<file path="config.mk">
export PLATFORM = sky130hd
export DESIGN_NAME = serial_result_collector
export DESIGN_NICKNAME = d
export VERILOG_FILES = /design/src/rtl/serial_result_collector_pkg.sv /design/src/rtl/serial_frame_capture.sv /design/src/rtl/serial_result_collector.sv
export SDC_FILE = /design/constraint.sdc
export NUM_CORES = 1
export LEC_CHECK = 0
export CAP_MARGIN = 0
export CORE_MARGIN = 3
export CORE_UTILIZATION = 54
export CTS_BUF_LIST = sky130_fd_sc_hd__clkbuf_8
export CTS_CLUSTER_SIZE = 20
export DETAILED_ROUTE_END_ITERATION = 10
export PLACE_DENSITY = 0.87
export SLEW_MARGIN = 25
export SYNTH_ARGS = -nofsm -noshare
export SYNTH_HDL_FRONTEND = slang
export SYNTH_SLANG_ARGS = --single-unit
</file>
<file path="constraint.sdc">
create_clock -name clk -period 1.8 [get_ports clk]
set_input_delay 0.36 -clock clk [delete_from_list [all_inputs] [get_ports clk]]
set_output_delay 0.36 -clock clk [all_outputs]
set_load 0.005 [all_outputs]
</file>
<file path="src/rtl/serial_result_collector_pkg.sv">
// Shared constants and capture-state encoding for the serial result collector.
package serial_result_collector_pkg;

  localparam int DEFAULT_WIDTH = 8;

  // Bit-count width able to hold 0..w inclusive.
  function automatic int cnt_width(input int w);
    return $clog2(w + 1);
  endfunction

  typedef enum logic [0:0] {
    IDLE    = 1'b0,
    COLLECT = 1'b1
  } cap_state_e;

endpackage

</file>
<file path="src/rtl/serial_frame_capture.sv">
// Deserialises an LSB-first bit stream framed by start_c into a word, count and overflow flag.
module serial_frame_capture
  import serial_result_collector_pkg::*;
#(
  parameter int WIDTH = DEFAULT_WIDTH,
  parameter int CNT_W = cnt_width(WIDTH)
) (
  input  logic             clk,
  input  logic             reset,
  input  logic             start_c,
  input  logic             c,
  output logic             frame_done,
  output logic [WIDTH-1:0] word,
  output logic [CNT_W-1:0] count,
  output logic             ovf
);

  cap_state_e       state;
  logic [WIDTH-1:0] cap;
  logic [CNT_W-1:0] cnt;
  logic             ovf_q;

  // Frame end is seen on the edge that samples start_c=0; the top registers it there.
  assign frame_done = (state == COLLECT) && !start_c;
  assign word       = cap;
  assign count      = cnt;
  assign ovf        = ovf_q;

  always_ff @(posedge clk or posedge reset) begin
    if (reset) begin
      state <= IDLE;
      cap   <= '0;
      cnt   <= '0;
      ovf_q <= 1'b0;
    end else begin
      case (state)
        IDLE: begin
          if (start_c) begin
            state <= COLLECT;
            cap   <= WIDTH'(c);
            cnt   <= CNT_W'(1);
            ovf_q <= 1'b0;
          end
        end
        default: begin
          if (start_c) begin
            if (cnt < CNT_W'(WIDTH)) begin
              cap <= cap | (WIDTH'(c) << cnt);
              cnt <= cnt + CNT_W'(1);
            end else begin
              ovf_q <= 1'b1;
            end
          end else begin
            state <= IDLE;
          end
        end
      endcase
    end
  end

endmodule

</file>
<file path="src/rtl/serial_result_collector.sv">
// Output register and valid/ready handshake over the serial frame capture stage.
module serial_result_collector
  import serial_result_collector_pkg::*;
#(
  parameter int WIDTH = DEFAULT_WIDTH,
  parameter int CNT_W = cnt_width(WIDTH)
) (
  input  logic             clk,
  input  logic             reset,
  input  logic             start_c,
  input  logic             c,
  output logic [WIDTH-1:0] data_out,
  output logic [CNT_W-1:0] bit_count,
  output logic             out_valid,
  input  logic             out_ready,
  output logic             truncated,
  output logic             overrun
);

  logic             frame_done;
  logic [WIDTH-1:0] cap_word;
  logic [CNT_W-1:0] cap_count;
  logic             cap_ovf;

  serial_frame_capture #(.WIDTH(WIDTH), .CNT_W(CNT_W)) u_capture (
    .clk        (clk),
    .reset      (reset),
    .start_c    (start_c),
    .c          (c),
    .frame_done (frame_done),
    .word       (cap_word),
    .count      (cap_count),
    .ovf        (cap_ovf)
  );

  always_ff @(posedge clk or posedge reset) begin
    if (reset) begin
      data_out  <= '0;
      bit_count <= '0;
      truncated <= 1'b0;
      out_valid <= 1'b0;
      overrun   <= 1'b0;
    end else begin
      overrun <= 1'b0;
      if (frame_done) begin
        // A completed frame replaces the held word only if that word is free or leaving now.
        if (!out_valid || out_ready) begin
          data_out  <= cap_word;
          bit_count <= cap_count;
          truncated <= cap_ovf;
          out_valid <= 1'b1;
        end else begin
          overrun <= 1'b1;
        end
      end else if (out_valid && out_ready) begin
        out_valid <= 1'b0;
      end
    end
  end

endmodule

</file>
## Word-level counts from Yosys, hierarchy flattened

Cells that the tools add are included.

- Flip-flop bits (word level): 29
- Input bits: 5
- Output and inout port bits: 15

- Add/sub/neg operators: 1
- Order comparisons: 1
- Equality and inequality tests: 3
- Shift operators: 1
- Mux-type cells: 18
- Bitwise logic cells: 1
- Reductions and logical operators: 10

Operator list:

| operator | count |
|---|---|
| $mux W8 | 4 |
| $mux W4 | 4 |
| $mux W1 | 10 |
| $or A8 B8 Y8 | 1 |
| $reduce_and A2 Y1 | 4 |
| $shl A1 B4 Y8 | 1 |
| $add A4 B1 Y4 const B | 1 |
| $lt A4 B4 Y1 const B | 1 |
| $ne A2 B2 Y1 const B | 2 |
| $logic_and A1 B1 Y1 | 2 |
| $logic_not A1 Y1 | 2 |
| $ne A2 B1 Y1 const B | 1 |
| $reduce_bool A2 Y1 | 1 |
| $logic_or A1 B1 Y1 | 1 |

## Depth between registers and ports, before layout

Gate-level depths: netlist of the first run.

- Word-level depth: 5
- Mapped depth: 4
- Mapped depth without buffers: 4

## By module

From an unflattened synthesis of the first run, not the netlist that was laid out.

- Cells, all modules: 92
- Area, all modules: 1234.9 sq um

Modules (own cells, without submodules):

| module | times used | cells an instance | area an instance (sq um) | sequential area each (sq um) |
|---|---|---|---|---|
| serial_result_collector | 1 | 35 | 619.3 | 375.4 |
| serial_frame_capture | 1 | 57 | 615.6 | 350.3 |

## Worst setup path after synthesis of the first run

Ideal clock, no wire load.

- Path type: input port to flip-flop
- Start point: in start_c
- End point: reg u_capture.cap[0], in the netlist u_capture.word[0]
- Library setup time: 0.126 ns
- Arrival: 1.158 ns
- Setup slack: 0.516 ns
- Stages on the path: 4
- Path buffers: 2
- Path through: clkbuf_1 > nor2b_1 > buf_2 > a221o_1

- Word-level cells in the longest chain between the ends: 1

Ends and longest elaborated chain:

| element | RTL line | source |
|---|---|---|
| from (decl) | serial_result_collector.sv:10 | `input logic start_c,` |
| $reduce_and A2 Y1 (no source line) | - |  |
| to (signal assigned) | serial_frame_capture.sv:40 | `cap <= WIDTH'(c);` |
| to (signal assigned) | serial_frame_capture.sv:48 | `cap <= cap \| (WIDTH'(c) << cnt);` |
| to (decl) | serial_frame_capture.sv:19 | `logic [WIDTH-1:0] cap;` |

Every way passes these cells.
A chain may end at the register's enable or synchronous reset.

## Final worst setup path of the first run

- Start point: reg bit_count[1]
- End point: out bit_count[1]

RTL lines:

| element | RTL line | source |
|---|---|---|
| from (decl) | serial_result_collector.sv:13 | `output logic [CNT_W-1:0] bit_count,` |
| from (signal assigned) | serial_result_collector.sv:49 | `bit_count <= cap_count;` |

No word-level cell between the ends.

==> impl_metrics.json, run 1 <==
{
  "status": "complete, no violations",
  "synth_seq_area_share_pct": 61.0,
  "cap_viol_max_count": 0,
  "vias": 788,
  "cp_data_arrival_time_ps": 1140,
  "end_kind": "primary output",
  "drive_gt1_share_pct": 20.7,
  "path_class": "reg -> out",
  "nets": 122,
  "cts_sinks": 29,
  "overflow": 0,
  "synthCells": 90,
  "crit_fanout": 2,
  "grt.total_usage_pct": 19.0,
  "cts-root-buf": "clkbuf_8",
  "crit_chain": "clkdlybuf4s50_1",
  "ios": 20,
  "p_total_mw": 1.70,
  "setup_violations": 0,
  "fin_crit_sh_pct": 83.2,
  "synth_ff_type": "dfrtp_1",
  "holdWs_ps": 455,
  "cts_resized": 0,
  "peakVddDrop_mv": 0.810,
  "async_flop_share_pct": 100,
  "synth_nets": 96,
  "fin_ws_ps": 302,
  "grt_pass1_vias": 776,
  "start_util_pct": 58.8,
  "fp.dieH_um": 52.9,
  "clk_pin_slew_ps": 60,
  "via_per_inst": 5.51,
  "hold_path_class": "in -> async",
  "synth_area_um2": 1190,
  "synth.distinct_cells": 24,
  "cts-buffers-inserted": 5,
  "cp_slowest_cell": "clkdlybuf4s50_1",
  "postCtsSetupBuffers": 0,
  "tightest_slew_ps": 392,
  "htreeDepth": 2,
  "finalHoldViolCount": 0,
  "slew_viol_final": 0,
  "fmax_mhz": 667,
  "cp.required_ps": 1440,
  "area_delta_synth_final_pct": 26.6,
  "slew_headroom_pct": 73.8,
  "drt-initial-drc-count": 16,
  "grt_setup_unrepaired": "no",
  "syn_avg_cell_area_um2": 13.2,
  "antenna_left": 0,
  "cp-start-kind": "flop",
  "firstDrtPassIters": 4,
  "synth_common_cells": "29 x dfrtp_1, 11 x nor2_1, 9 x mux2_4, 7 x a21oi_1, 5 x nor2b_1",
  "drc": 0,
  "cts_tree": "built",
  "grt_pass1_wl_um": 3540,
  "diodes": 0,
  "tns_ps": 0,
  "final_area_um2": 1510,
  "skew_ps": 3.67,
  "synth-edff-count": 0,
  "leakage_nw": 0.734,
  "gp_congestion": 0.741,
  "slowest_delay_ps": 500,
  "die_area_um2": 2800,
  "critical-path-top-delay-family": "buffers and inverters",
  "fin_crit_ps": 1500,
  "antenna_found_initial": 0,
  "synth_top_area_share_pct": 61.0,
  "synth_warnings": 0,
  "pre_cts_ws_ps": 48.2,
  "grt_max_degree": 30,
  "portBuffers": 19,
  "hpwl_um": 1510,
  "yosysMostFrequentCell": "dfrtp_1",
  "die_w_um": 52.9,
  "p_per_area_nw_per_um2": 1130,
  "postPlaceCellArea_um2": 1420,
  "synthTopCellsByArea": "dfrtp_1 61%, mux2_4 11%, nor2_1 3.5%",
  "core-area_um2": 2020,
  "hold_buffers": 0,
  "yosys_register_bits": 29,
  "clock_latency_ps": 280,
  "fp-row-count": 16,
  "totalWireLength_um": 2180,
  "yosysTopAreaCell": "dfrtp_1",
  "path_buf_inv": 1,
  "clock_path_buffers": 2,
  "fillers": 131,
  "wire_per_inst_um": 15.2
}
through the flow:
stage / utilization, % / cells
floorplan: - / 90
global placement: 70.2 / 136
detailed placement: 70.2 / 136
CTS: 74.5 / 143
global route: 74.5 / 143
finish: 74.5 / 143
layer usage:
layer | wire, um | GRT usage (%)
met3 | 146 | 10.1
met4 | 56 | 8.94
met2 | 1020 | 28.3
met1 | 952 | 22.2
met5 | 0 | 0
power by group:
part | switching (mW) | internal (mW) | total [mW]
Combinational | 0.118 | 0.227 | 0.346
Clock | 0.224 | 0.296 | 0.520
Sequential | 0.0852 | 0.753 | 0.838
cells by family (layout without fill, tap and decap cells):
family | after synthesis | after routing | share of synthesized area, %
DFF | 29 | 29 | 61.0
and+or+nand+nor | 26 | 26 | 12.1
muxes | 13 | 13 | 15.1
buffers and inverters | 6 | 32 | 2.63
AOI/OAI and AO/OA | 15 | 15 | 8.10
adders and majority gates | 1 | 1 | 1.05
worst register-to-register path: stages (launching register included):
cell      delay (ps)
dfrtp_1          440
nand2b_1         120
nand2b_4         270
mux2_2           370
placed cells by master, fill, tap and decap left out, drive strengths merged:
| cell | netlist | final |
|---|---|---|
| a21boi | 1 | 1 |
| dfrtp | 29 | 29 |
| a32o | 1 | 1 |
| inv | 2 | 3 |
| nor2 | 11 | 11 |
| a221o | 1 | 1 |
| a41oi | 1 | 1 |
| a31oi | 3 | 3 |
| nor2b | 5 | 5 |
| a21oi | 7 | 7 |
| clkbuf | 2 | 6 |
| buf | 2 | 4 |
| and4bb | 1 | 1 |
| nand2b | 4 | 4 |
| mux2 | 13 | 13 |
| nand2 | 3 | 3 |
| and4b | 1 | 1 |
| o22ai | 1 | 1 |
| nand3 | 1 | 1 |
| ha | 1 | 1 |
| clkdlybuf4s50 | 0 | 19 |
worst paths after layout:
| check | cells past startpoint | endpoint | from | slack (ps) |
|---|---|---|---|---|
| hold / removal | 3 | data_out[1] | reset | 450 |
| setup / recovery | 1 | bit_count[1] | bit_count[1] | 300 |
| max in group asynchronous | 3 | u_capture.ovf | reset | 1080 |
| hold reg to reg | 2 | u_capture.word[2] | u_capture.word[2] | 500 |
| min in group clk | 2 | u_capture.word[2] | u_capture.word[2] | 500 |
| setup reg to reg | 3 | data_out[5] | u_capture.state | 490 |
registers in the layout (all words and copies together), names as in the netlist:
signal           cells
u_capture.count      4
out_valid            1
u_capture.state      1
data_out             8
bit_count            4
u_capture.word       8
overrun              1
truncated            1
u_capture.ovf        1
final cells by class:
| class | instances | area [um^2] | share of cell area [%] |
|---|---|---|---|
| multi-input combinational | 55 | 433 | 28.7 |
| timing repair buffer | 23 | 220 | 14.6 |
| inverter | 2 | 7.51 | 0.498 |
| clock buffer | 6 | 82.6 | 5.48 |
| tap | 27 | 33.8 | 2.24 |
| clock inverter | 1 | 3.75 | 0.249 |
| sequential | 29 | 726 | 48.2 |
(Power assumes the default switching activity.)
==> inputs of run 2 (changes only) <==
- clock period: 1.8 -> 1.55 ns (I/O delays scaled with it)
==> run 2 against run 1 <==
  * Power up 20%
  * Setup slack worse by 210 ps
  * Worst hold slack worse by 57 ps
  * Combinational power up 16%
  * Largest cell class unchanged
  * Critical path depth unchanged
  * Via count down 1.3%
  * Cell area up 2.0%
==> impl_metrics.json, run 2 (synthesized netlist as in run 1, its figures left out) <==
{
  "status": "complete, no violations",
  "post-route-util_pct": 76.0,
  "drive_gt1_share_pct": 23.5,
  "power_frac_comb_pct": 19.7,
  "cts_sinks": 29,
  "cts_resized": 0,
  "totalWireLength_um": 2090,
  "slew_headroom_pct": 76.3,
  "crit_chain": "clkdlybuf4s50_1",
  "path_buf_inv": 1,
  "fin_crit_ps": 1460,
  "grt_pass1_vias": 771,
  "fin_crit_sh_pct": 94.3,
  "dp_cells": 138,
  "finalHoldViolCount": 0,
  "fp.dieH_um": 52.9,
  "fmax_mhz": 684,
  "end_kind": "primary output",
  "hold_path_class": "in -> async",
  "r2r-start": "u_capture.state",
  "cp_slowest_cell": "clkdlybuf4s50_1",
  "grt_pass1_wl_um": 3530,
  "skew_ps": 4.88,
  "final_area_um2": 1540,
  "cts_tree": "built",
  "overflow": 0,
  "tightest_slew_ps": 356,
  "area_delta_synth_final_pct": 29.1,
  "drc": 0,
  "via_per_inst": 5.33,
  "grt.total_usage_pct": 18.5,
  "clk_pin_slew_ps": 60,
  "htreeDepth": 2,
  "die_area_um2": 2800,
  "clock_latency_ps": 280,
  "setup_violations": 0,
  "grt_setup_unrepaired": "no",
  "postPlaceCellArea_um2": 1440,
  "cp-start-kind": "flop",
  "final_cells": 146,
  "nets": 124,
  "p_per_area_nw_per_um2": 1330,
  "vias": 778,
  "wire_per_inst_um": 14.3,
  "hold_buffers": 0,
  "reg2reg_slack_ps": 220,
  "cts-buffers-inserted": 5,
  "peakVddDrop_mv": 1.00,
  "drt-initial-drc-count": 15,
  "clock_path_buffers": 2,
  "antenna_found_initial": 0,
  "core-area_um2": 2020,
  "gp_congestion": 0.773,
  "critical-path-top-delay-family": "buffers and inverters",
  "portBuffers": 19,
  "fp-row-count": 16,
  "final_cell_mix": "29 x dfrtp_1, 19 x clkdlybuf4s50_1, 11 x nor2_1",
  "sw_frac_of_total_pct": 24.8,
  "hpwl_um": 1440,
  "fillers": 130,
  "cp_data_arrival_time_ps": 1150,
  "clock_power_share_pct": 33.0,
  "start_util_pct": 58.8,
  "grt_max_degree": 30,
  "diodes": 0,
  "seqPwrFrac_pct": 47.3,
  "die_w_um": 52.9,
  "layout_commonest_cell": "dfrtp_1",
  "net-switching-power_uw": 508,
  "tns_ps": 0,
  "slew_viol_final": 0,
  "power.internal_mw": 1.54,
  "cp.required_ps": 1240,
  "leakage_nw": 0.750,
  "path_class": "reg -> out",
  "slowest_delay_ps": 500,
  "cap_viol_max_count": 0,
  "antenna_left": 0,
  "crit_fanout": 2,
  "cts-root-buf": "clkbuf_8",
  "holdWs_ps": 398,
  "critPathLaunch": "bit_count[3]",
  "ios": 20,
  "firstDrtPassIters": 4,
  "postCtsSetupBuffers": 0
}
==> run 2: cell count changes in the layout (fill, tap and decap cells not counted), sizes merged <==
cell / before / now
buf: 4 / 6
clkbuf: 6 / 7
clkinv: 0 / 1
inv: 3 / 2
==> run 2: cell type report <==
class | instances | area, um^2 | area share, %
flip-flops and latches | 29 | 726 | 47.2
inverters | 2 | 7.51 | 0.489
clock inverters | 1 | 5.00 | 0.326
multi-input cells | 55 | 433 | 28.2
well taps | 27 | 33.8 | 2.20
repair buffers | 25 | 235 | 15.3
clock buffers | 7 | 96.3 | 6.27
==> run 2: per-layer routing <==
| metal | track usage [%] | vias to the layer above | share of wire (%) |
|---|---|---|---|
| met5 | 0 | - | 0 |
| met1 | 23.0 | 383 | 46 |
| met4 | 8.09 | 0 | 1.5 |
| met2 | 27.1 | 22 | 46 |
| li1 | - | 369 | - |
| met3 | 8.73 | 4 | 6.1 |
==> run 2: path summary, 6_finish.rpt <==
path / to / cells after the start
setup reg to reg: data_out[4] / 3
hold reg to reg: u_capture.word[7] / 2
min in group clk: u_capture.word[7] / 2
hold / removal: data_out[6] / 3
setup / recovery: bit_count[3] / 1
max in group asynchronous: u_capture.ovf / 3
==> run 2: stage by stage <==
stage / worst slack, ps / power, mW
2_1_floorplan: 277 / 1.18
3_3_place_gp: -95.7 / 1.37
3_5_place_dp: -143 / 1.39
4_1_cts: 70.3 / 2.08
5_1_grt: 45.1 / 2.16
6_report: 88.0 / 2.05
==> run 2: power by group through the flow <==
stage	Sequential [mW]	Combinational (mW)	Clock (mW)
floorplan	0.959	0.225	0
CTS	0.971	0.408	0.697
global placement	0.976	0.392	0
finish	0.970	0.403	0.678
global route	0.987	0.443	0.728
detailed placement	0.984	0.406	0
==> inputs of run 3 (changes only) <==
- CORE_MARGIN: 3 -> 5
==> run 3 against run 2 <==
  * Critical path depth did not move
  * Worst hold slack improved by 19 ps
  * Die area rose by 16%
  * Routed wire length rose by 6.0%
  * Highest routed layer unchanged
  * Largest cell class unchanged
  * Sequential share of layout area rose by 0.86 points
  * Register-to-register slack got worse by 20 ps
  * Clock skew fell by 1.6 ps
  * Cell area fell by 1.8%
  * Sequential power rose by 0.5%
  * Global-route usage fell by 2.7 points
  * Via count rose by 0.64%
  * Fmax rose by 0.85%
==> impl_metrics.json, run 3 (synthesized netlist as in run 1, its figures left out) <==
{
  "cp.required_ps": 1240,
  "drt-initial-drc-count": 10,
  "cp_data_arrival_time_ps": 1140,
  "critical-path-top-delay-family": "buffers and inverters",
  "diodes": 0,
  "end_kind": "primary output",
  "fillers": 157,
  "fp.dieH_um": 56.9,
  "antenna_left": 0,
  "peakVddDrop_mv": 0.852,
  "path_class": "reg -> out",
  "grt.total_usage_pct": 15.8,
  "cts-buffers-inserted": 5,
  "gp_congestion": 0.796,
  "cts_resized": 0,
  "wire_per_inst_um": 15.2,
  "totalWireLength_um": 2210,
  "p_total_mw": 1.92,
  "net-switching-power_uw": 484,
  "vias": 783,
  "fin_ws_ps": 100,
  "path_buf_inv": 1,
  "r2r_cells": 3,
  "final_cell_mix": "29 x dfrtp_1, 19 x clkdlybuf4s50_1, 11 x nor2_1",
  "grt_setup_unrepaired": "no",
  "cp_slowest_cell": "clkdlybuf4s50_1",
  "nets": 123,
  "setup_violations": 0,
  "cts_tree": "built",
  "cap_viol_max_count": 0,
  "grt_pass1_vias": 821,
  "portBuffers": 19,
  "via_per_inst": 5.36,
  "core-area_um2": 2150,
  "power.internal_mw": 1.44,
  "postCtsSetupBuffers": 0,
  "area_delta_synth_final_pct": 26.8,
  "cp-start-kind": "flop",
  "tightest_slew_ps": 352,
  "status": "complete, no violations",
  "fin_crit_sh_pct": 93.5,
  "clock_path_buffers": 2,
  "slew_headroom_pct": 76.6,
  "leakage_nw": 0.742,
  "rr_endpoint": "data_out[5]",
  "power_frac_comb_pct": 21.0,
  "skew_ps": 3.31,
  "slew_viol_final": 0,
  "grt_use_met3_pct": 4.98,
  "drive_gt1_share_pct": 20.3,
  "ios": 20,
  "top_usage_layer": "met2",
  "fp-row-count": 17,
  "die_w_um": 56.9,
  "p_per_area_nw_per_um2": 1270,
  "firstDrtPassIters": 4,
  "hold_buffers": 0,
  "antenna_found_initial": 0,
  "hold_path_class": "in -> async",
  "finalHoldViolCount": 0,
  "drc": 0,
  "start_util_pct": 55.4,
  "cts_sinks": 29,
  "tns_ps": 0,
  "overflow": 0,
  "pre_cts_ws_ps": -135,
  "clk_pin_slew_ps": 60,
  "seqPwrFrac_pct": 50.7,
  "grt_max_degree": 30,
  "fmax_mhz": 690,
  "crit_chain": "clkdlybuf4s50_1",
  "sw_frac_of_total_pct": 25.2,
  "slowest_delay_ps": 510,
  "htreeDepth": 2,
  "grt_pass1_wl_um": 3850,
  "crit_fanout": 2,
  "clock_power_share_pct": 28.3,
  "layout_commonest_cell": "dfrtp_1",
  "grt_use_met1_pct": 20.1,
  "reg2reg_slack_ps": 200,
  "cts-root-buf": "clkbuf_8",
  "die_area_um2": 3240,
  "clock_latency_ps": 270,
  "grtUsageMet2_pct": 23.8,
  "fin_crit_ps": 1450,
  "hpwl_um": 1540,
  "r2r-start": "u_capture.state"
}
-- run 3: changes by cell type in the layout (fill, tap and decap cells not counted), sizes merged --
cell | previous run | this run
inv | 2 | 5
buf | 6 | 5
clkinv | 1 | 0
clkbuf | 7 | 5
-- run 3: how the worst max path moves through the flow --
stage | slack [ps] | cells after the start | start | endpoint
finish | 100 | 1 | bit_count[1] | bit_count[1]
global route | 50 | 1 | bit_count[1] | bit_count[1]
CTS | 90 | 1 | bit_count[1] | bit_count[1]
detailed placement | -140 | 4 | start_c | data_out[5]
global placement | -100 | 4 | start_c | data_out[3]
floorplan | 280 | 4 | u_capture.state | data_out[6]
-- run 3: area by class of cell --
cell class,instances,area [um^2],area share [%]
multi-input cells,55,433,28.7
inverters,2,7.51,0.498
flip-flops and latches,29,726,48.1
clock inverters,3,11.3,0.746
repair buffers,24,228,15.1
clock buffers,5,68.8,4.56
well taps,28,35.0,2.32
-- run 3: through the flow --
step | hold slack, ps | utilization (%) | cells | area (um^2)
2_1_floorplan | 341 | - | 90 | 1190
3_3_place_gp | 474 | 66.5 | 138 | 1430
3_5_place_dp | 491 | 66.5 | 138 | 1430
4_1_cts | 427 | 70.2 | 146 | 1510
5_1_grt | 467 | 70.2 | 146 | 1510
6_report | 418 | 70.2 | 146 | 1510
-- run 3: worst min-delay path, cell delays in order --
cell             delay, ps
clkdlybuf4s50_1        400
inv_1                   60
buf_4                  330
-- run 3: power groups by stage --
stage / logic (mW) / clock network [mW] / registers [mW]
2_1_floorplan: 0.225 / 0 / 0.959
3_3_place_gp: 0.392 / 0 / 0.976
3_5_place_dp: 0.409 / 0 / 0.988
4_1_cts: 0.411 / 0.564 / 0.976
5_1_grt: 0.440 / 0.591 / 0.994
6_report: 0.404 / 0.544 / 0.975
-- run 3: routing by layer --
| metal | part of all wire (%) | vias up |
|---|---|---|
| met5 | 0 | - |
| met2 | 51 | 22 |
| met4 | 1.2 | 0 |
| met1 | 42 | 391 |
| li1 | - | 367 |
| met3 | 5.3 | 3 |
